==> config.mk <==
export PLATFORM = sky130hd
export DESIGN_NAME = game_sequencer
export DESIGN_NICKNAME = d
export VERILOG_FILES = /design/src/rtl/game_sequencer.sv
export SDC_FILE = /design/constraint.sdc
export NUM_CORES = 1
export LEC_CHECK = 0
export CORE_ASPECT_RATIO = 0.5
export CORE_MARGIN = 2
export CORE_UTILIZATION = 41
export DETAILED_ROUTE_END_ITERATION = 7
export HOLD_SLACK_MARGIN = 0.03
export PLACE_DENSITY = 0.63
export SETUP_SLACK_MARGIN = 0.02
export SLEW_MARGIN = 15
export SYNTH_ARGS = -nofsm -noshare
export SYNTH_HDL_FRONTEND = slang
export SYNTH_SLANG_ARGS = --single-unit
==> constraint.sdc <==
create_clock -name clk -period 8.1 [get_ports clk]
set_input_delay 0.81 -clock clk [delete_from_list [all_inputs] [get_ports clk]]
set_output_delay 0.81 -clock clk [all_outputs]
set_load 0.1 [all_outputs]
==> src/rtl/game_sequencer.sv <==
// Top-level game flow controller: sequences IDLE -> START -> PLAY with HIT and
// NEXT_LEVEL pauses, and keeps score, lives and level for the display path.
//
// state      | meaning
// -----------+---------------------------------------------------------------
// IDLE       | power-up wait; only start_pulse is honoured
// START      | one-cycle datapath clear (new game, or resume after a pause)
// PLAY       | game running; kills score, hit/wave_clear/invaded leave
// HIT        | PAUSE_TICKS dwell after the player is struck
// NEXT_LEVEL | PAUSE_TICKS dwell after a wave is cleared
// GAME_OVER  | final score shown; start_pulse begins a new game
module game_sequencer #(
  parameter int INIT_LIVES  = 3,
  parameter int PAUSE_TICKS = 100_000_000,
  parameter int KILL_POINTS = 10
) (
  input  logic        clk,
  input  logic        Reset,
  input  logic        start_pulse,
  input  logic        alien_kill,
  input  logic        player_hit,
  input  logic        wave_clear,
  input  logic        invaded,
  output logic        game_run,
  output logic        logic_clear,
  output logic [2:0]  state,
  output logic [13:0] score,
  output logic [1:0]  lives,
  output logic [3:0]  level
);

  typedef enum logic [2:0] {
    S_IDLE       = 3'd0,
    S_START      = 3'd1,
    S_PLAY       = 3'd2,
    S_HIT        = 3'd3,
    S_NEXT_LEVEL = 3'd4,
    S_GAME_OVER  = 3'd5
  } state_t;

  localparam logic [31:0] PAUSE_LOAD = 32'(PAUSE_TICKS - 1);
  localparam logic [31:0] SCORE_MAX  = 32'd9999;

  state_t      state_q, state_d;
  logic [13:0] score_q, score_d;
  logic [1:0]  lives_q, lives_d;
  logic [3:0]  level_q, level_d;
  logic [31:0] pause_q, pause_d;
  logic [31:0] score_sum;
  logic        game_run_q, logic_clear_q;

  // Next-state and bookkeeping updates; every register holds unless changed.
  always_comb begin
    state_d   = state_q;
    score_d   = score_q;
    lives_d   = lives_q;
    level_d   = level_q;
    pause_d   = pause_q;
    score_sum = {18'd0, score_q} + 32'(KILL_POINTS);
    case (state_q)
      S_IDLE, S_GAME_OVER: begin
        if (start_pulse) begin
          state_d = S_START;
          score_d = '0;
          lives_d = 2'(INIT_LIVES);
          level_d = '0;
        end
      end
      S_START: state_d = S_PLAY;
      S_PLAY: begin
        // A kill on the same edge as a transition still counts.
        if (alien_kill) begin
          score_d = (score_sum > SCORE_MAX) ? 14'd9999 : score_sum[13:0];
        end
        if (invaded) begin
          state_d = S_GAME_OVER;
          lives_d = '0;
        end else if (player_hit) begin
          state_d = S_HIT;
          pause_d = PAUSE_LOAD;
          if (lives_q != 2'd0) lives_d = lives_q - 2'd1;
        end else if (wave_clear) begin
          state_d = S_NEXT_LEVEL;
          pause_d = PAUSE_LOAD;
        end
      end
      S_HIT: begin
        if (pause_q == 32'd0) begin
          state_d = (lives_q == 2'd0) ? S_GAME_OVER : S_START;
        end else begin
          pause_d = pause_q - 32'd1;
        end
      end
      S_NEXT_LEVEL: begin
        if (pause_q == 32'd0) begin
          state_d = S_START;
          if (level_q != 4'd15) level_d = level_q + 4'd1;
        end else begin
          pause_d = pause_q - 32'd1;
        end
      end
      default: state_d = S_IDLE;
    endcase
  end

  // State, counters and registered strobes; Reset overrides everything.
  always_ff @(posedge clk) begin
    if (Reset) begin
      state_q       <= S_IDLE;
      score_q       <= '0;
      lives_q       <= '0;
      level_q       <= '0;
      pause_q       <= '0;
      game_run_q    <= 1'b0;
      logic_clear_q <= 1'b0;
    end else begin
      state_q       <= state_d;
      score_q       <= score_d;
      lives_q       <= lives_d;
      level_q       <= level_d;
      pause_q       <= pause_d;
      game_run_q    <= (state_d == S_PLAY);
      logic_clear_q <= (state_d == S_START);
    end
  end

  assign state       = state_q;
  assign score       = score_q;
  assign lives       = lives_q;
  assign level       = level_q;
  assign game_run    = game_run_q;
  assign logic_clear = logic_clear_q;

endmodule

# Yosys cells after proc, flatten, opt, wreduce, memory -nomap -nowiden
# Index checks and enable logic that the tools add are counted.
# totals
memories	0
output_inout_bits	25
latch_bits	0
ramBits	0
inputBits	7
wordCells	68
mem_bits_ro	0
regBits	57
# op_classes
shifts	0
n_eq_ne	17
n_mul	0
div_mod_pow	0
n_reduce_logical	13
add_sub_neg	4
bitwise	0
n_mux	26
n_lt_le_gt_ge	1
# op_table
cell	count
$mux 32	4
$pmux 32 s2	1
$mux 14	3
$logic_not 32->1	1
$sub 32x1->32 const B	1
$pmux 14 s2	1
$mux 3	7
$add 14x4->15 const B	1
$gt 15x14->1 const B	1
$pmux 3 s5	1
$mux 4	3
$ne 2x2->1 const B	6
$reduce_and 4->1	3
$eq 3x2->1 const B	3
$ne 3x3->1 const B	3
$mux 2	4
$pmux 4 s2	1
$reduce_bool 2->1	4
$eq 3x1->1 const B	2
$eq 3x3->1 const B	2
$add 4x1->4 const B	1
$ne 4x4->1 const B	1
$pmux 2 s2	1
$reduce_or 2->1	2
4 further kinds	4

# Depth between registers and ports, before layout
# Gate-level depths: netlist of the first run.
# logic_depth
depth_word	5
mapped_depth	10
mapped_depth_nobuf	9

# Least setup slack after synthesis of the first run
# No wires, ideal clock.
# synth_path
path_type	register to register
from	reg score_q[1] (netlist: score[1])
to	reg score_q[12] (netlist: score[12])
setup_time_ns	0.135
slack_ns	4.689
n_path_buf	1
period_less_slack_ns	3.411
arrival_ns	3.276
required_time_ns	7.965
path_stages_with_launch	10
path_cell_list	dfxtp_1 > ha_1 > clkbuf_1 > o21ai_1 > nor3_2 > o211ai_1 > a211oi_2 > a211oi_1 > o311ai_0 > o41ai_1
# synth_via
elab_chain_cells	5
# synth_lines
element	line_no	source
start, declared	45	logic [13:0] score_q, score_d;
start signal, assigned	118	score_q <= score_d;
$add 14x4->15 *	59	score_sum = {18'd0, score_q} + 32'(KILL_POINTS);
$gt 15x14->1	73	score_d = (score_sum > SCORE_MAX) ? 14'd9999 : score_sum[13:0];
$mux 14 *	73	
$mux 14 *	72	if (alien_kill) begin
$pmux 14 s2 *	60	case (state_q)
# Every way passes the cells marked *; elsewhere a longest branch is shown, timed or not. The select of a mux whose other input is x is not followed.
# A chain may end at the register's enable or synchronous reset.

# Worst setup path in the final report of the first run
# layout_path
from	reg score_q[1] (netlist: score[1])
to	reg score_q[2] (netlist: score[2])
# The elaborated chain is that of the path after synthesis.

==> impl_metrics.env, run 1 <==
export IMPL_holdPathStages=2
export IMPL_use_met1_pct=24.78
export IMPL_synth_seq_cells=57
export IMPL_cellPowerDensity_mw_per_mm2=447.5
export IMPL_p_leak_uw=0.001341
export IMPL_synth_top_area_cell="dfxtp_1"
export IMPL_cts_tree="built"
export IMPL_swShare_pct=44.95
export IMPL_vdd_drop_max_uv=170.8
export IMPL_seqCellArea_mm2=0.001141
export IMPL_clkLatencyLatePin_ps=330
export IMPL_cts_setup_buffers=0
export IMPL_wirelength_um=8077
export IMPL_top_usage_layer="met2"
export IMPL_synthArstFlopShare_pct=0
export IMPL_grt_overflow=0
export IMPL_htreeDepth=3
export IMPL_seqPwrFrac_pct=25.6
export IMPL_arrival_ps=3320
export IMPL_drv_slew=0
export IMPL_slowest_delay_ps=670
export IMPL_multi_input_area_mm2=0.002013
export IMPL_drive_above_1_share_pct=8.411
export IMPL_ys_warn_count=0
export IMPL_cts_root_buffer="clkbuf_16"
export IMPL_finClkSkew_ps=6.424
export IMPL_gr_usage_met3_pct=5.468
export IMPL_synthDistinctLibCells=67
export IMPL_met2_usage_pct=31.61
export IMPL_critPathTopFamily="compound AO/OA/AOI/OAI gates"
export IMPL_yosysSeqAreaShare_pct=34.53
export IMPL_netlist_area_mm2=0.003304
export IMPL_dp_hpwl_um=5469
export IMPL_slew_headroom_pct=34.20
export IMPL_drtPass1Iterations=4
export IMPL_hp_class="reg -> reg"
export IMPL_grt_max_degree=42
export IMPL_fin_crit_sh_pct=38.57
export IMPL_via_count=3015
export IMPL_synth_top_cell_area_share_pct=34.53
export IMPL_switching_power_uw=796.6
export IMPL_ys_flop_type="dfxtp_1"
export IMPL_coreArea_mm2=0.007914
export IMPL_yosys_top_cells_area="dfxtp_1, xnor2_1, a21oi_1, nor2_1, nor3_1"
export IMPL_critical_path_required_ps=8300
export IMPL_crit_path_max_fanout=10
export IMPL_worstPathCellList="ha_1, o21ai_1, nor3_2, or4b_2, a211o_1, a31oi_2, a21o_1, a21oi_1"
export IMPL_fin_crit_ps=3124
export IMPL_die_width_um=131.0
export IMPL_drt_initial_drc_count=182
export IMPL_ctsHoldBuffers=0
export IMPL_rsz0062_at_grt="false"
export IMPL_clk_pin_slew_ps=50
export IMPL_setup_viol=0
export IMPL_fillers=779
export IMPL_cts_resized_gates=0
export IMPL_n_antenna_cell=0
export IMPL_tightest_slew_ps=983.9
export IMPL_p_int_uw=975.4
export IMPL_setup_tns_ps=0
export IMPL_critical_path_startpoint_type="register"
export IMPL_areaGrowthSynthToFinish_pct=19.84
export IMPL_vias_per_cell=5.583
export IMPL_r2r_cells=8
export IMPL_synth_edff_count=0
export IMPL_max_freq_ghz=0.3201
export IMPL_slowest_stage="or4b_2"
export IMPL_p_comb_share_pct=53.6
export IMPL_path_class="reg -> reg"
export IMPL_ant_nets=0
export IMPL_grtUsageTotal_pct=19.24
export IMPL_grt_pass1_wl_um=13010
export IMPL_cp_depth=8
export IMPL_synth_area_per_cell_um2=8.159
export IMPL_cts_sinks=57
export IMPL_start_util_pct=41.75
export IMPL_finalNetCount=436
export IMPL_cts_max_path_buffers=2
export IMPL_die_area_mm2=0.008837
export IMPL_place_gp_congestion=0.8435
export IMPL_wl_per_cell_um=14.96
export IMPL_grt_pass1_vias=2695
export IMPL_synth_cells=405
export IMPL_rows=23
export IMPL_io_buffers=31
export IMPL_cts_inserted_buffers=9
export IMPL_cp_end_kind="register"
export IMPL_io_pins=32
export IMPL_crit_buf_inv=0
export IMPL_die_h_um=67.48
export IMPL_utilization_pct=50.04
export IMPL_hold_viol_final=0
export IMPL_drt_drc_violations_left=0
export IMPL_clock_power_share_pct=20.8
export IMPL_synthesis_nets=418
export IMPL_drv_cap=0
export IMPL_antenna_found_initial=0
export IMPL_run_status="complete, no violations"
-- flip-flops by register name (all words and copies together) (netlist names) --
| signal | flops |
|---|---|
| logic_clear | 1 |
| state | 3 |
| pause_q | 32 |
| score | 14 |
| lives | 2 |
| game_run | 1 |
| level | 4 |
-- placed cells by master, fill, tap and decap left out, drive strengths merged, types with 4 or more instances in the layout --
master,Yosys,final
nor2,36,36
nand3,15,15
ha,6,6
xnor2,21,21
dfxtp,57,57
a211oi,5,5
a21o,4,4
o21ai,14,14
xor2,11,11
nor2b,4,4
nor4,18,18
or3,6,6
a31oi,5,5
nand2,27,27
a21oi,33,33
clkdlybuf4s50,0,31
nor3,25,25
nand4,7,7
clkbuf,19,15
inv,10,10
nand2b,5,5
nor4b,4,4
or4,14,14
-- synth_stat cells (5+ instances only) --
master,n
nor4_1,17
nand3_1,14
or4_1,9
nand4_1,7
xnor2_1,21
clkbuf_1,18
nand2_1,27
a21oi_1,33
xor2_1,11
inv_1,10
o21ai_0,12
nand2b_1,5
dfxtp_1,57
buf_2,5
or3_1,5
nor3_1,24
ha_1,6
nor2_1,36
-- per-layer routing --
layer / share of wire [%] / routed length (µm) / up-vias
li1: - / - / 1549
met1: 51 / 4094 / 1423
met2: 45 / 3640 / 38
met3: 3.6 / 292 / 5
met4: 0.62 / 50 / 0
met5: 0 / 0 / -
-- final timing paths --
kind / startpoint / endpoint / slack, ps
max reg2reg: score[1] / score[2] / 4980
max: score[1] / score[2] / 4980
min: score[0] / score[0] / 500
min reg2reg: score[0] / score[0] / 500
-- cell families after synthesis --
kind of cell	count (synthesis)	synth area share, %
simple gates	175	30.14
compound gates	97	19.69
flops	57	34.53
buf+inv	37	4.544
xor+xnor	32	8.482
fa+ha+maj	6	2.272
mux	1	0.3408
-- per-stage QoR --
step | hold slack (ps) | std cells | cell area [µm²] | power, µW | setup WS, ps
after global placement | 483.4 | 524 | 3665 | 1406 | 4857
after CTS | 501.5 | 540 | 3960 | 1782 | 4996
final | 502.5 | 540 | 3960 | 1772 | 4976
after floorplan | 452.2 | 405 | 3304 | 1218 | 4689
after global routing | 520.7 | 540 | 3960 | 1902 | 4784
after detailed placement | 493.4 | 524 | 3665 | 1405 | 4805
-- final cells by class --
cell class | count | area share (%)
sequential | 57 | 28.82
multi-input combinational | 311 | 50.84
clock buffer | 15 | 7.267
timing repair buffer | 34 | 8.404
inverter | 10 | 0.9479
clock inverter | 1 | 0.1896
tap | 112 | 3.539
-- power by group through the flow --
stage,logic [µW],registers [µW],clock network (µW)
floorplan,722,496,0
global placement,949,457,0
detailed placement,948,458,0
CTS,955,453,375
global route,1050,466,388
finish,950,453,368
-- worst min-delay path: cells and delay by family, from the launching register on --
family	cells	cell delay, ps
AND/OR/NAND/NOR	1	60
AO/OA/AOI/OAI	1	50
flip-flops	1	330
Note: power is estimated with default switching activity, not from simulation.
==> run 2: changes to the inputs <==
--- a/config.mk
+++ b/config.mk
@@ -10,7 +10,7 @@
 export CORE_UTILIZATION = 41
 export DETAILED_ROUTE_END_ITERATION = 7
 export HOLD_SLACK_MARGIN = 0.03
-export PLACE_DENSITY = 0.63
+export PLACE_DENSITY = 0.66
 export SETUP_SLACK_MARGIN = 0.02
 export SLEW_MARGIN = 15
 export SYNTH_ARGS = -nofsm -noshare
==> constraint.sdc (replaced) <==
create_clock -name clk -period 2.7 [get_ports clk]
set_input_delay 0.27 -clock clk [delete_from_list [all_inputs] [get_ports clk]]
set_output_delay 0.27 -clock clk [all_outputs]
set_load 0.1 [all_outputs]
==> impl_metrics.env, run 2 (synthesized netlist as in run 1, its figures left out) <==
export IMPL_critical_path_startpoint_type="register"
export IMPL_crit_path_max_fanout=5
export IMPL_max_freq_ghz=0.3865
export IMPL_use_met1_pct=26.60
export IMPL_final_cell_mix="buf_4, dfxtp_1, nor2_1"
export IMPL_cp_depth=6
export IMPL_io_buffers=31
export IMPL_dp_cells=547
export IMPL_worstPathCellList="or4_4, nor4b_4, nand3_2, or4_1, or4_1, a21oi_1"
export IMPL_holdPathStages=2
export IMPL_wirelength_um=8357
export IMPL_cellPowerDensity_mw_per_mm2=1380
export IMPL_r2r_start="pause_q[9]"
export IMPL_run_status="complete, no violations"
export IMPL_fin_crit_ps=2587
export IMPL_utilization_pct=53.77
export IMPL_die_area_mm2=0.008837
export IMPL_slew_headroom_pct=66.92
export IMPL_path_common_cell="or4_1"
export IMPL_hold_viol_final=0
export IMPL_cts_tree="built"
export IMPL_drt_initial_drc_count=197
export IMPL_grt_max_degree=41
export IMPL_place_area_mm2=0.003865
export IMPL_gr_usage_met3_pct=5.705
export IMPL_r2r_end="pause_q[31]"
export IMPL_cts_inserted_buffers=9
export IMPL_top_usage_layer="met2"
export IMPL_antenna_found_initial=0
export IMPL_clk_pin_slew_ps=60
export IMPL_rsz0062_at_grt="true"
export IMPL_fin_crit_sh_pct=95.83
export IMPL_finalNetCount=463
export IMPL_io_pins=32
export IMPL_crit_buf_inv=0
export IMPL_hp_start="score[2]"
export IMPL_ctsHoldBuffers=0
export IMPL_grt_pass1_vias=2794
export IMPL_areaGrowthSynthToFinish_pct=28.78
export IMPL_grtUsageTotal_pct=20.20
export IMPL_p_leak_uw=0.001618
export IMPL_critical_path_required_ps=2950
export IMPL_vias_per_cell=5.545
export IMPL_drv_cap=0
export IMPL_place_gp_congestion=0.8469
export IMPL_drtPass1Iterations=4
export IMPL_clkLatencyLatePin_ps=330
export IMPL_final_cells=567
export IMPL_start_util_pct=41.75
export IMPL_reg2reg_slack_ps=110
export IMPL_slowest_stage="or4_4"
export IMPL_rows=23
export IMPL_worstHoldEndpoint="score[2]"
export IMPL_setup_viol=0
export IMPL_regMostFlops="pause_q"
export IMPL_tightest_slew_ps=496.2
export IMPL_met2_usage_pct=32.19
export IMPL_dp_hpwl_um=5505
export IMPL_cp_end_kind="register"
export IMPL_via_count=3144
export IMPL_layout_commonest_cell="buf_4"
export IMPL_slowest_delay_ps=570
export IMPL_cts_max_path_buffers=2
export IMPL_die_h_um=67.48
export IMPL_coreArea_mm2=0.007914
export IMPL_drive_above_1_share_pct=25.49
export IMPL_holdWs_ps=503.8
export IMPL_vdd_drop_max_uv=539.4
export IMPL_hp_class="reg -> reg"
export IMPL_drv_slew=0
export IMPL_wl_per_cell_um=14.74
export IMPL_critPathTopFamily="simple AND/OR/NAND/NOR gates"
export IMPL_n_antenna_cell=0
export IMPL_drt_drc_violations_left=0
export IMPL_design_area_mm2=0.004255
export IMPL_die_width_um=131.0
export IMPL_grt_overflow=0
export IMPL_arrival_ps=2840
export IMPL_largest_register_ffs=32
export IMPL_cts_sinks=57
export IMPL_path_class="reg -> reg"
export IMPL_ant_nets=0
export IMPL_finClkSkew_ps=4.217
export IMPL_cts_root_buffer="clkbuf_16"
export IMPL_r2r_cells=6
export IMPL_grt_pass1_wl_um=13700
export IMPL_htreeDepth=3
==> run 2: cell count changes in the layout (fill, tap and decap cells not counted), moves of 4 or more <==
cell / before / now
buf_4: 3 / 55
clkbuf_8: 4 / 0
clkdlybuf4s50_1: 31 / 6
dfxtp_1: 57 / 41
dfxtp_2: 0 / 8
dfxtp_4: 0 / 8
==> run 2: worst max-delay path by stage <==
stage / from / end / slack (ps)
floorplan: score[5] / score[12] / 20
global placement: score[5] / score[11] / 50
detailed placement: score[5] / score[11] / 60
CTS: score[5] / score[12] / 70
global route: score[1] / score[2] / -20
finish: pause_q[9] / pause_q[31] / 110
==> run 2: area by class of cell <==
cell class                      count  area (µm²)
Clock buffer                       11       275.3
Clock inverter                      5       35.03
Fill cell                         736        3659
Inverter                           10       37.54
Multi-Input combinational cell    311        2113
Sequential cell                    57        1181
Tap cell                          112       140.1
Timing Repair Buffer               61       473.0
==> run 2: power breakdown <==
part,switching (µW),internal [µW]
sequential,233,1060
combinational,1890,1540
clock,413,731
total,2540,3330
==> run 2: layer usage <==
| layer | up-vias | routed length, µm |
|---|---|---|
| li1 | 1608 | - |
| met5 | - | 0 |
| met1 | 1484 | 4155 |
| met4 | 0 | 105 |
| met2 | 44 | 3820 |
| met3 | 8 | 275 |
==> run 2: tightest hold or removal path: cells and delay by family (launching register included) <==
family	cells	cell delay, ps
flops	1	360
compound gates	1	50
simple gates	1	60
==> run 2: timing repair <==
item	4_1_cts	5_1_grt
resized for setup	0	12
pin swaps	1	7
endpoints found under the setup margin	1	27
setup buffers	2	2
endpoints found under the hold margin	0	0
==> run 2: through the flow <==
| step | setup slack [ps] | setup TNS, ps | power, µW |
|---|---|---|---|
| global route | -21.94 | -66.17 | 6305 |
| finish | 112.5 | 0 | 5873 |
| global placement | 49.86 | 0 | 4563 |
| detailed placement | 56.36 | 0 | 4565 |
| floorplan | 17.01 | 0 | 3660 |
| CTS | 69.92 | 0 | 5741 |
==> run 3: changes to the inputs <==
--- a/config.mk
+++ b/config.mk
@@ -11,8 +11,8 @@
 export DETAILED_ROUTE_END_ITERATION = 7
 export HOLD_SLACK_MARGIN = 0.03
 export PLACE_DENSITY = 0.66
+export RECOVER_POWER = 100
 export SETUP_SLACK_MARGIN = 0.02
-export SLEW_MARGIN = 15
 export SYNTH_ARGS = -nofsm -noshare
 export SYNTH_HDL_FRONTEND = slang
 export SYNTH_SLANG_ARGS = --single-unit
==> impl_metrics.env, run 3 (synthesized netlist as in run 1, its figures left out) <==
export IMPL_die_h_um=67.48
export IMPL_crit_buf_inv=0
export IMPL_fin_crit_ps=2588
export IMPL_n_antenna_cell=0
export IMPL_die_area_mm2=0.008837
export IMPL_p_leak_uw=0.001521
export IMPL_finalNetCount=463
export IMPL_die_width_um=131.0
export IMPL_fin_crit_sh_pct=95.84
export IMPL_critical_path_required_ps=2950
export IMPL_r2r_end="pause_q[31]"
export IMPL_cp_depth=6
export IMPL_cellPowerDensity_mw_per_mm2=1403
export IMPL_worstHoldEndpoint="score[2]"
export IMPL_grt_pass1_wl_um=13700
export IMPL_cts_sinks=57
export IMPL_critical_path_startpoint_type="register"
export IMPL_grt_pass1_vias=2794
export IMPL_drv_slew=0
export IMPL_r2r_start="pause_q[9]"
export IMPL_io_pins=32
export IMPL_hp_start="score[2]"
export IMPL_io_buffers=31
export IMPL_arrival_ps=2840
export IMPL_path_class="reg -> reg"
export IMPL_holdPathStages=2
export IMPL_clkLatencyLatePin_ps=330
export IMPL_fillers=764
export IMPL_layout_commonest_cell="dfxtp_1"
export IMPL_path_common_cell="or4_1"
export IMPL_grtUsageTotal_pct=20.20
export IMPL_hold_viol_final=0
export IMPL_wl_per_cell_um=14.86
export IMPL_wirelength_um=8423
export IMPL_start_util_pct=41.75
export IMPL_crit_path_max_fanout=5
export IMPL_tightest_slew_ps=1202
export IMPL_drt_drc_violations_left=0
export IMPL_areaGrowthSynthToFinish_pct=26.16
export IMPL_antenna_found_initial=0
export IMPL_cts_inserted_buffers=9
export IMPL_drive_above_1_share_pct=20.44
export IMPL_place_gp_congestion=0.8469
export IMPL_cts_max_path_buffers=2
export IMPL_slew_headroom_pct=20.19
export IMPL_drt_initial_drc_count=214
export IMPL_worstPathCellList="or4_4, nor4b_4, nand3_2, or4_1, or4_1, a21oi_1"
export IMPL_setup_viol=0
export IMPL_drv_cap=0
export IMPL_ant_nets=0
export IMPL_largest_register_ffs=32
export IMPL_final_cell_mix="dfxtp_1, nor2_1, a21oi_1"
export IMPL_layout_setup_ws_ps=112.3
export IMPL_dp_hpwl_um=5505
export IMPL_slowest_delay_ps=570
export IMPL_cts_root_buffer="clkbuf_16"
export IMPL_r2r_cells=6
export IMPL_vdd_drop_max_uv=538.5
export IMPL_setup_tns_ps=0
export IMPL_hp_class="reg -> reg"
export IMPL_run_status="complete, no violations"
export IMPL_grt_overflow=0
export IMPL_htreeDepth=3
export IMPL_holdWs_ps=504.3
export IMPL_place_area_mm2=0.003865
export IMPL_rsz0062_at_grt="true"
export IMPL_cp_end_kind="register"
export IMPL_via_count=3149
export IMPL_max_freq_ghz=0.3864
export IMPL_reg2reg_slack_ps=110
export IMPL_vias_per_cell=5.554
export IMPL_clk_pin_slew_ps=50
export IMPL_pre_cts_ws_ps=56.36
export IMPL_regMostFlops="pause_q"
export IMPL_coreArea_mm2=0.007914
export IMPL_finClkSkew_ps=4.742
export IMPL_design_area_mm2=0.004169
export IMPL_cts_tree="built"
export IMPL_slowest_stage="or4_4"
export IMPL_drtPass1Iterations=4
export IMPL_grt_max_degree=41
export IMPL_critPathTopFamily="simple AND/OR/NAND/NOR gates"
export IMPL_rows=23
## run 3: stage by stage
stage,util [%],total power [µW],std cells
floorplan,-,3660,405
global placement,48.84,4563,547
detailed placement,48.84,4565,547
CTS,52.95,5741,565
global route,52.68,6280,567
finish,52.68,5849,567
## run 3: final cells by class
cell class,instances,area (µm²),area share [%]
tap,112,140.1,3.361
clock buffer,11,275.3,6.603
sequential,57,1181,28.33
timing repair buffer,61,386.6,9.274
inverter,10,37.54,0.9004
clock inverter,5,35.03,0.8403
multi-input combinational,311,2113,50.69
## run 3: worst register-to-register path, stage by stage (launching register included)
cell	delay, ps
dfxtp_2	340
or4_4	570
nor4b_4	380
nand3_2	120
or4_1	500
or4_1	420
a21oi_1	180
## run 3: where the power goes
group	internal [µW]	leakage (µW)	switching (µW)
logic	1510	0.000897	1890
clock network	731	0.000152	412
registers	1060	0.000472	233
## run 3: how the worst max path moves through the flow
stage | from | end | slack (ps)
6_report | pause_q[9] | pause_q[31] | 110
4_1_cts | score[5] | score[12] | 70
3_3_place_gp | score[5] | score[11] | 50
3_5_place_dp | score[5] | score[11] | 60
5_1_grt | score[1] | score[2] | -20
2_1_floorplan | score[5] | score[12] | 20
## run 3: routing by layer
metal  wire [µm]  share of wire, %  vias up  GRT usage [%]
met2        3823                45       38          32.19
met1        4250                50     1494          26.60
met4         104               1.2        0          6.782
met3         245               2.9        8          5.705
li1            -                 -     1609              -
met5           0                 0        -              0
## run 3: repair_timing
action,4_1_cts,5_1_grt
hold buffers,0,0
setup endpoints to repair,1,27
setup buffers,2,2
pin swaps,1,7
gates resized for setup,0,12
